===== config.mk =====
export PLATFORM = sky130hd
export DESIGN_NAME = fetch_unit
export DESIGN_NICKNAME = d
export VERILOG_FILES = /design/src/rtl/riscv_pkg.sv /design/src/rtl/fetch_queue.sv /design/src/rtl/fetch_unit.sv
export SDC_FILE = /design/constraint.sdc
export NUM_CORES = 1
export LEC_CHECK = 0
export CAP_MARGIN = 20
export CORE_ASPECT_RATIO = 0.8
export CORE_UTILIZATION = 31
export CTS_BUF_LIST = sky130_fd_sc_hd__clkbuf_8
export DETAILED_ROUTE_END_ITERATION = 10
export GPL_TIMING_DRIVEN = 1
export PLACE_DENSITY = 0.51
export SYNTH_ARGS = -nofsm -noshare
export SYNTH_HDL_FRONTEND = slang
export SYNTH_SLANG_ARGS = --single-unit

===== constraint.sdc =====
create_clock -name clock -period 2.8 [get_ports clock]
set_input_delay 0.42 -clock clock [delete_from_list [all_inputs] [get_ports clock]]
set_output_delay 0.42 -clock clock [all_outputs]
set_load 0.02 [all_outputs]

===== src/rtl/riscv_pkg.sv =====
// Shared widths and the fetch-entry record used by the fetch path.
// Modules with non-default widths build a matching entry type locally.
package riscv_pkg;
    localparam int PC_W_DEF    = 12;
    localparam int INSTR_W_DEF = 32;

    typedef struct packed {
        logic [PC_W_DEF-1:0]    pc;
        logic [INSTR_W_DEF-1:0] instr;
    } fetch_entry_t;
endpackage


===== src/rtl/fetch_queue.sv =====
// Circular FIFO of fetched {pc, instr} entries with flush and a combinational head.
module fetch_queue
    import riscv_pkg::*;
#(
    parameter int  DEPTH   = 4,
    parameter type entry_t = fetch_entry_t
) (
    input  logic                   clock,
    input  logic                   reset,
    input  logic                   clear,
    input  logic                   push,
    input  entry_t                 push_data,
    input  logic                   pop,
    output entry_t                 head,
    output logic [$clog2(DEPTH):0] count
);
    localparam int PTR_W = $clog2(DEPTH);

    entry_t             mem [DEPTH];
    logic [PTR_W-1:0]   rd_ptr_reg;
    logic [PTR_W-1:0]   wr_ptr_reg;
    logic [PTR_W:0]     count_reg;
    logic               do_push;
    logic               do_pop;

    assign do_push = push && !clear;
    assign do_pop  = pop && !clear && (count_reg != '0);

    // Storage carries no reset; validity is tracked by the pointers and count.
    always_ff @(posedge clock) begin
        if (do_push && !reset) begin
            mem[wr_ptr_reg] <= push_data;
        end
    end

    always_ff @(posedge clock) begin
        if (reset || clear) begin
            rd_ptr_reg <= '0;
            wr_ptr_reg <= '0;
            count_reg  <= '0;
        end else begin
            if (do_push) begin
                wr_ptr_reg <= wr_ptr_reg + PTR_W'(1);
            end
            if (do_pop) begin
                rd_ptr_reg <= rd_ptr_reg + PTR_W'(1);
            end
            if (do_push && !do_pop) begin
                count_reg <= count_reg + (PTR_W+1)'(1);
            end else if (!do_push && do_pop) begin
                count_reg <= count_reg - (PTR_W+1)'(1);
            end
        end
    end

    assign head  = mem[rd_ptr_reg];
    assign count = count_reg;
endmodule


===== src/rtl/fetch_unit.sv =====
// Instruction fetch stage: PC sequencing, credit-based issue and redirect flush.
module fetch_unit
    import riscv_pkg::*;
#(
    parameter int              PC_W     = PC_W_DEF,
    parameter int              INSTR_W  = INSTR_W_DEF,
    parameter int              DEPTH    = 4,
    parameter logic [PC_W-1:0] RESET_PC = '0
) (
    input  logic                   clock,
    input  logic                   reset,
    input  logic                   StallD,
    input  logic                   PCSrcE,
    input  logic [PC_W-1:0]        PCTargetE,
    output logic                   ImemEn,
    output logic [PC_W-1:0]        ImemAddr,
    input  logic [INSTR_W-1:0]     ImemData,
    output logic [INSTR_W-1:0]     InstrD,
    output logic [PC_W-1:0]        PCD,
    output logic [PC_W-1:0]        PCPlus4D,
    output logic                   ValidD,
    output logic [$clog2(DEPTH):0] FetchCount
);
    localparam int CNT_W = $clog2(DEPTH) + 1;

    typedef struct packed {
        logic [PC_W-1:0]    pc;
        logic [INSTR_W-1:0] instr;
    } entry_t;

    logic [PC_W-1:0]  pcf_reg;
    logic [PC_W-1:0]  issue_pc_reg;
    logic             inflight_reg;
    logic [CNT_W-1:0] count;
    logic             issue;
    logic             push;
    logic             pop;
    entry_t           push_data;
    entry_t           head;

    // A fetch is only issued when its response is guaranteed a free slot.
    assign issue = !PCSrcE && ((count + CNT_W'(inflight_reg)) < CNT_W'(DEPTH));
    assign push  = inflight_reg && !PCSrcE;
    assign pop   = ValidD && !StallD && !PCSrcE;

    assign push_data = '{pc: issue_pc_reg, instr: ImemData};

    always_ff @(posedge clock) begin
        if (reset) begin
            pcf_reg      <= RESET_PC;
            inflight_reg <= 1'b0;
        end else begin
            inflight_reg <= issue;
            if (PCSrcE) begin
                pcf_reg <= PCTargetE;
            end else if (issue) begin
                pcf_reg <= pcf_reg + PC_W'(4);
            end
        end
    end

    always_ff @(posedge clock) begin
        if (issue) begin
            issue_pc_reg <= pcf_reg;
        end
    end

    fetch_queue #(
        .DEPTH   (DEPTH),
        .entry_t (entry_t)
    ) u_queue (
        .clock     (clock),
        .reset     (reset),
        .clear     (PCSrcE),
        .push      (push),
        .push_data (push_data),
        .pop       (pop),
        .head      (head),
        .count     (count)
    );

    assign ImemEn     = issue;
    assign ImemAddr   = pcf_reg;
    assign InstrD     = head.instr;
    assign PCD        = head.pc;
    assign PCPlus4D   = head.pc + PC_W'(4);
    assign ValidD     = (count != '0);
    assign FetchCount = count;
endmodule


==> parameters.txt <==
Parameter                              Value

Run status
  Result of the run    finished, final reports clean

Logic synthesis
  Post-Synthesis Mean Instance Area    20.4 um2
  Synthesized net count    449
  Post-synthesis async set-or-reset flop share    0%
  Top_reg_cell synth    sky130_fd_sc_hd__edfxtp_1
  Number of instances in the synthesized netlist    between 300 and 400
  Synthesis warning total    0
  Number of distinct standard cells referenced by the synthesized netlist    38
  Flops & latches, synth    210
  Mapped Area    8000 um2
  Seq/Total Area, Yosys    76.0%
  Count of flip-flops with a built-in enable after synthesis    between 150 and 200

Global route
  GR Util All Layers    12.9%
  Overflow left after global routing    0
  Met1 routing resource usage after global routing    between 10% and 20%
  Maximum number of pins on one net before global-route repair    45
  Met2 Track Usage GR    20.6%
  Number of global-route vias before repair    ~4600
  GR met3 Demand/Resource    ~3.5%
  Global-route wire length before repair    25800 um
  Layer with the highest usage    met2
  Number of antenna violations at the first check in global routing    0

Setup path
  Setup Crit Path Kind    flip-flop to output port
  R2R Setup Slk    0.50 ns
  Slowest cell on crit path    sky130_fd_sc_hd__mux4_2
  Crit path buf inv count    4
  Required time reported for the critical path endpoint    2.38 ns
  CP top delay family    buffers and inverters
  Dominant cell type by count on the critical path    sky130_fd_sc_hd__buf_6
  Critical path endpoint category    output port
  Cell-by-cell listing of the critical path    buf_6, buf_6, mux4_2, buf_4, and2_1, nand2_1, xnor2_1, buf_2
  Worst setup SP type    flip-flop
  Worst Path Arrival    2.37 ns
  Critical Path Fanout Max    6
  Worst path max stage delay    0.52 ns

Cells and area
  Ratio of cells with drive above 1 in the final layout    a little under a quarter
  Post-route core utilization    41.4%
  Total inserted antenna cells    0
  Largest register FFs    176
  Final Net Count    613
  Synthesis-to-layout area growth    30.8%

Routing
  Mean routed wirelength per cell    around 18 um
  Final antenna-violating net count    0
  Drt first pass iters    4
  Post-Route WL    ~17000 um
  Number of remaining DRC errors    0
  Routed via count    4238
  DRC violation total after the first TritonRoute iteration    210
  Via/cell ratio    4.68

Clock network
  Level count of the clock H-tree    2
  Num CTS Buffers    35
  Root buffer cell    sky130_fd_sc_hd__clkbuf_8
  Clock tree from TritonCTS    yes
  CTS Buffer Depth    3
  Number of clock sinks seen by CTS    210
  Clock-pin slew of the registers on the worst-case setup and hold paths    ~0.06 ns
  Clock latency on the worst-skew pair    0.52 ns
  Cts hold-fix bufs    0

Floorplanning
  Die ar.    26500 um2
  Initial core utilization    roughly a third
  Height of the die    146 um
  Boundary Pins    approximately 120
  Core Region    approximately 25000 um2
  Die span in x    182 um
  Core Rows    52

Timing
  Slew of the pin with the lowest slew margin    0.425 ns
  Final number of hold-violating endpoints    0
  Sum Neg Setup Slack    0 ns
  Worst hold margin    between 0.4 and 0.5 ns
  Setup repair after global routing missed its margin    true
  Achievable frequency    0.359 GHz
  Share of the clock period used by the worst path    between 90% and 100%
  Max transition margin    ~72%
  Number of pins with negative max-slew slack in the final report    0
  Post-Route Skew    0.0200 ns
  Number of setup violations in the final report    0
  Post-layout minimum cycle time    2.79 ns

Pwr
  Pwr dens    607 nW/um2
  Leak Pwr    3.44 nW
  Maximum resistive drop on vdd    0.251 mV

Hold path
  Kind of path behind the tightest hold check    flip-flop to flip-flop

Flow run
  Max-capacitance violation count    0

Placed design
  DP Wirelength    10200 um
  Number of buffers inserted by port buffering    120
  Gp weighted congestion    0.766
## placed cells by master, fill, tap and decap left out, types with 5 or more instances in the layout
cell type / netlist / final
sky130_fd_sc_hd__buf_12: 0 / 7
sky130_fd_sc_hd__o31ai_1: 5 / 5
sky130_fd_sc_hd__xnor2_1: 9 / 9
sky130_fd_sc_hd__edfxtp_1: 188 / 188
sky130_fd_sc_hd__nand3_1: 7 / 5
sky130_fd_sc_hd__clkdlybuf4s50_1: 0 / 108
sky130_fd_sc_hd__xor2_1: 6 / 6
sky130_fd_sc_hd__buf_6: 3 / 7
sky130_fd_sc_hd__buf_4: 2 / 14
sky130_fd_sc_hd__clkinv_1: 1 / 7
sky130_fd_sc_hd__a311oi_1: 7 / 7
sky130_fd_sc_hd__mux4_2: 44 / 44
sky130_fd_sc_hd__nor2_1: 23 / 23
sky130_fd_sc_hd__clkbuf_8: 0 / 39
sky130_fd_sc_hd__or4_1: 5 / 5
sky130_fd_sc_hd__nand2_1: 9 / 9
sky130_fd_sc_hd__ha_1: 7 / 6
sky130_fd_sc_hd__inv_1: 9 / 21
sky130_fd_sc_hd__dfxtp_1: 22 / 20
## per-layer routing
metal / part of all wire, % / up-vias / wire, um
li1: - / 1931 / -
met1: 45 / 2124 / 7400
met2: 47 / 153 / 7830
met3: 6.2 / 30 / 1020
met4: 1.9 / 0 / 311
met5: 0 / - / 0
## final cells by class
cell class	count	area, um2
Clock buffer	39	537
Timing Repair Buffer	145	1480
Inverter	10	37.5
Fill cell	2245	14800
Clock inverter	23	124
Tap cell	324	405
Multi-Input combinational cell	155	1800
Sequential cell	210	6090
## through the flow
step | power (W) | worst slack (ns) | cells | area [um2]
2_1_floorplan | 0.00370 | 0.474 | 393 | 8000
3_3_place_gp | 0.00389 | 0.197 | 833 | 9680
3_5_place_dp | 0.00390 | 0.177 | 833 | 9680
4_1_cts | 0.00647 | -0.136 | 904 | 10400
5_1_grt | 0.00663 | -0.113 | 906 | 10500
6_report | 0.00636 | 0.0143 | 906 | 10500
## final timing paths
kind                                        from  cells past startpoint                to
worst max register to register  u_queue.count[2]                      8  u_queue.count[2]
worst min-delay path                 ImemAddr[0]                      0   issue_pc_reg[0]
worst max-delay path                   flip-flop                      8       PCPlus4D[6]
worst min register to register       ImemAddr[0]                      0   issue_pc_reg[0]
## worst reg2reg max path, cell delays in order, from the launching register on
cell and delay, ns:
sky130_fd_sc_hd__dfxtp_1 0.38, sky130_fd_sc_hd__or3_1 0.45, sky130_fd_sc_hd__nand2_1 0.13, sky130_fd_sc_hd__ha_1 0.20
sky130_fd_sc_hd__inv_1 0.07, sky130_fd_sc_hd__fa_1 0.40, sky130_fd_sc_hd__xor2_1 0.16, sky130_fd_sc_hd__or3_1 0.30
sky130_fd_sc_hd__a21oi_1 0.14
## synth_stat cells (3+ instances only)
cell	instances	area [um2]
sky130_fd_sc_hd__a311oi_1	7	61.3
sky130_fd_sc_hd__and3_1	4	25.0
sky130_fd_sc_hd__buf_2	6	30.0
sky130_fd_sc_hd__buf_6	3	33.8
sky130_fd_sc_hd__clkbuf_1	6	22.5
sky130_fd_sc_hd__dfxtp_1	22	440
sky130_fd_sc_hd__edfxtp_1	188	5650
sky130_fd_sc_hd__ha_1	7	87.6
sky130_fd_sc_hd__inv_1	9	33.8
sky130_fd_sc_hd__mux2i_1	4	40.0
sky130_fd_sc_hd__mux4_2	44	991
sky130_fd_sc_hd__nand2_1	9	33.8
sky130_fd_sc_hd__nand3_1	7	35.0
sky130_fd_sc_hd__nor2_1	23	86.3
sky130_fd_sc_hd__o31ai_1	5	37.5
sky130_fd_sc_hd__or4_1	5	37.5
sky130_fd_sc_hd__xnor2_1	9	78.8
sky130_fd_sc_hd__xor2_1	6	52.6
## cells by family after synthesis
group                      Yosys count  share of synthesized area, %
muxes                               48                          12.9
AOI/OAI and AO/OA                   21                          2.06
buffers and inverters               28                          1.78
xor gates and xnor gates            16                          1.84
and+or+nand+nor                     62                          4.05
adders and majority gates            8                          1.34
DFF                                210                          76.0
## repair_timing
item / in CTS / in global routing
gates resized for setup: 32 / 20
setup buffers: 10 / 2
pin swaps: 2 / 4
setup endpoints to repair: 46 / 42
## where the power goes
part / switching [W] / internal (W)
clock network: 0.00115 / 0.00137
logic: 0.000158 / 0.000171
registers: 0.0000447 / 0.00346
Note: power is estimated with default switching activity, not from simulation.
==> RTL edit (same settings) <==
`DEPTH` is set to 4 in 2 places; all go to 8.
--- a/src/rtl/fetch_queue.sv
+++ b/src/rtl/fetch_queue.sv
@@ -4,3 +4,3 @@
 #(
-    parameter int  DEPTH   = 4,
+    parameter int  DEPTH   = 8,
     parameter type entry_t = fetch_entry_t
--- a/src/rtl/fetch_unit.sv
+++ b/src/rtl/fetch_unit.sv
@@ -6,3 +6,3 @@
     parameter int              INSTR_W  = INSTR_W_DEF,
-    parameter int              DEPTH    = 4,
+    parameter int              DEPTH    = 8,
     parameter logic [PC_W-1:0] RESET_PC = '0
Interface: changed (resized FetchCount); port bits go from 121 to 122. The function was not compared with the original's and may differ.
==> RTL edit against the original RTL <==
- the run now ends with setup timing left
- non-clock buffer count grew 70
- fmax down 9.4%
- wire length is 110% higher
- worst setup slack got worse by 0.29 ns
- worst hold slack worse by 0.11 ns
- design area is 88% higher
- global-route usage rose by 1.1 points
- area after synthesis is 89% higher
- power increased by 90%
- first-iteration DRC count up 140%
- clock power is 100% higher
- sequential cell count grew 180
- combinational power increased by 53%
- via count is 79% higher
- critical path type unchanged
- largest cell class unchanged
- largest power group unchanged
==> RTL edit: results <==
set metrics [dict create \
    synthTopCellsByArea "edfxtp_1, mux4_2, dfxtp_1, mux2_2, xnor2_1" \
    place_inst 1476 \
    clock_sinks 390 \
    ir_drop_mv 0.285 \
    final_layout_size_suffix_gt1_frac 0.401 \
    topRoutingLayerUsed "met5" \
    grt_use_met1 0.198 \
    critPathTopFamily "simple AND/OR/NAND/NOR gates" \
    synth_edf_count 364 \
    multi_input_area_share 0.187 \
    place_congestion 0.734 \
    synthCells 695 \
    wire_per_inst_um 21.1 \
    ys_types 46 \
    num_vias 7573 \
    failed_checks "setup timing" \
    skew_ns 0.0279 \
    setup_viol 42 \
    wl_met1_um 15800 \
    status "finished, violations left" \
    critPathMaxFanout 7 \
    hpwl_um 19500 \
    yosys-top-cells-count "edfxtp_1, mux4_2, mux2_2" \
    cp-endpoint "PCPlus4D[11]" \
    drt_iter0_drc 505 \
    slowest_delay_ns 0.41 \
    r2r_cells 10 \
    layoutNonFillerInstCount 1625 \
    fin_ws_ns -0.273 \
    grt_util_met3 0.0420 \
    p_comb_mw 0.505 \
    largest_reg_flops 352 \
    max-slew-margin-rel 0.729 \
    synthToLayoutAreaGrowth_pct 30.3 \
    final.setup.tns_ns -4.56 \
    grtUsageTotal 0.140 \
    area_share_nonclk_buffers 0.123 \
    first_pass_iters 5 \
    grt_pass1_wl_um 51400 \
    powerClk_mw 5.09 \
    hp-class "input pin to register" \
    clock_area_frac 0.0664 \
    syn_nets 751 \
    antenna_found_initial 2 \
    worstPathArrival_ns 2.65 \
]
==> RTL edit: cell count changes after synthesis, sizes merged, moves of 9 or more <==
cell / change
mux2: +36
buf: +14
nor2: +9
mux2i: +9
edfxtp: +176
mux4: +44
==> RTL edit: cell families (layout without fill, tap and decap cells) <==
family,after synthesis,count (layout),share of synthesized area
adders and majority gates,8,8,0.00710
muxes,137,137,0.167
DFF,390,390,0.756
and+or+nand+nor,72,72,0.0258
buffers and inverters,47,348,0.0197
AOI/OAI and AO/OA,20,20,0.0109
xor gates and xnor gates,21,21,0.0134
==> RTL edit: worst min path at each step <==
stage / from / end / slack [ns] / cells after the start
floorplan: reset / ImemAddr[11] / 0.49 / 1
global placement: ImemAddr[1] / issue_pc_reg[1] / 0.47 / 0
detailed placement: ImemAddr[1] / issue_pc_reg[1] / 0.47 / 0
CTS: PCTargetE[2] / ImemAddr[2] / 0.32 / 3
global route: PCTargetE[2] / ImemAddr[2] / 0.34 / 3
finish: PCTargetE[2] / ImemAddr[2] / 0.38 / 3
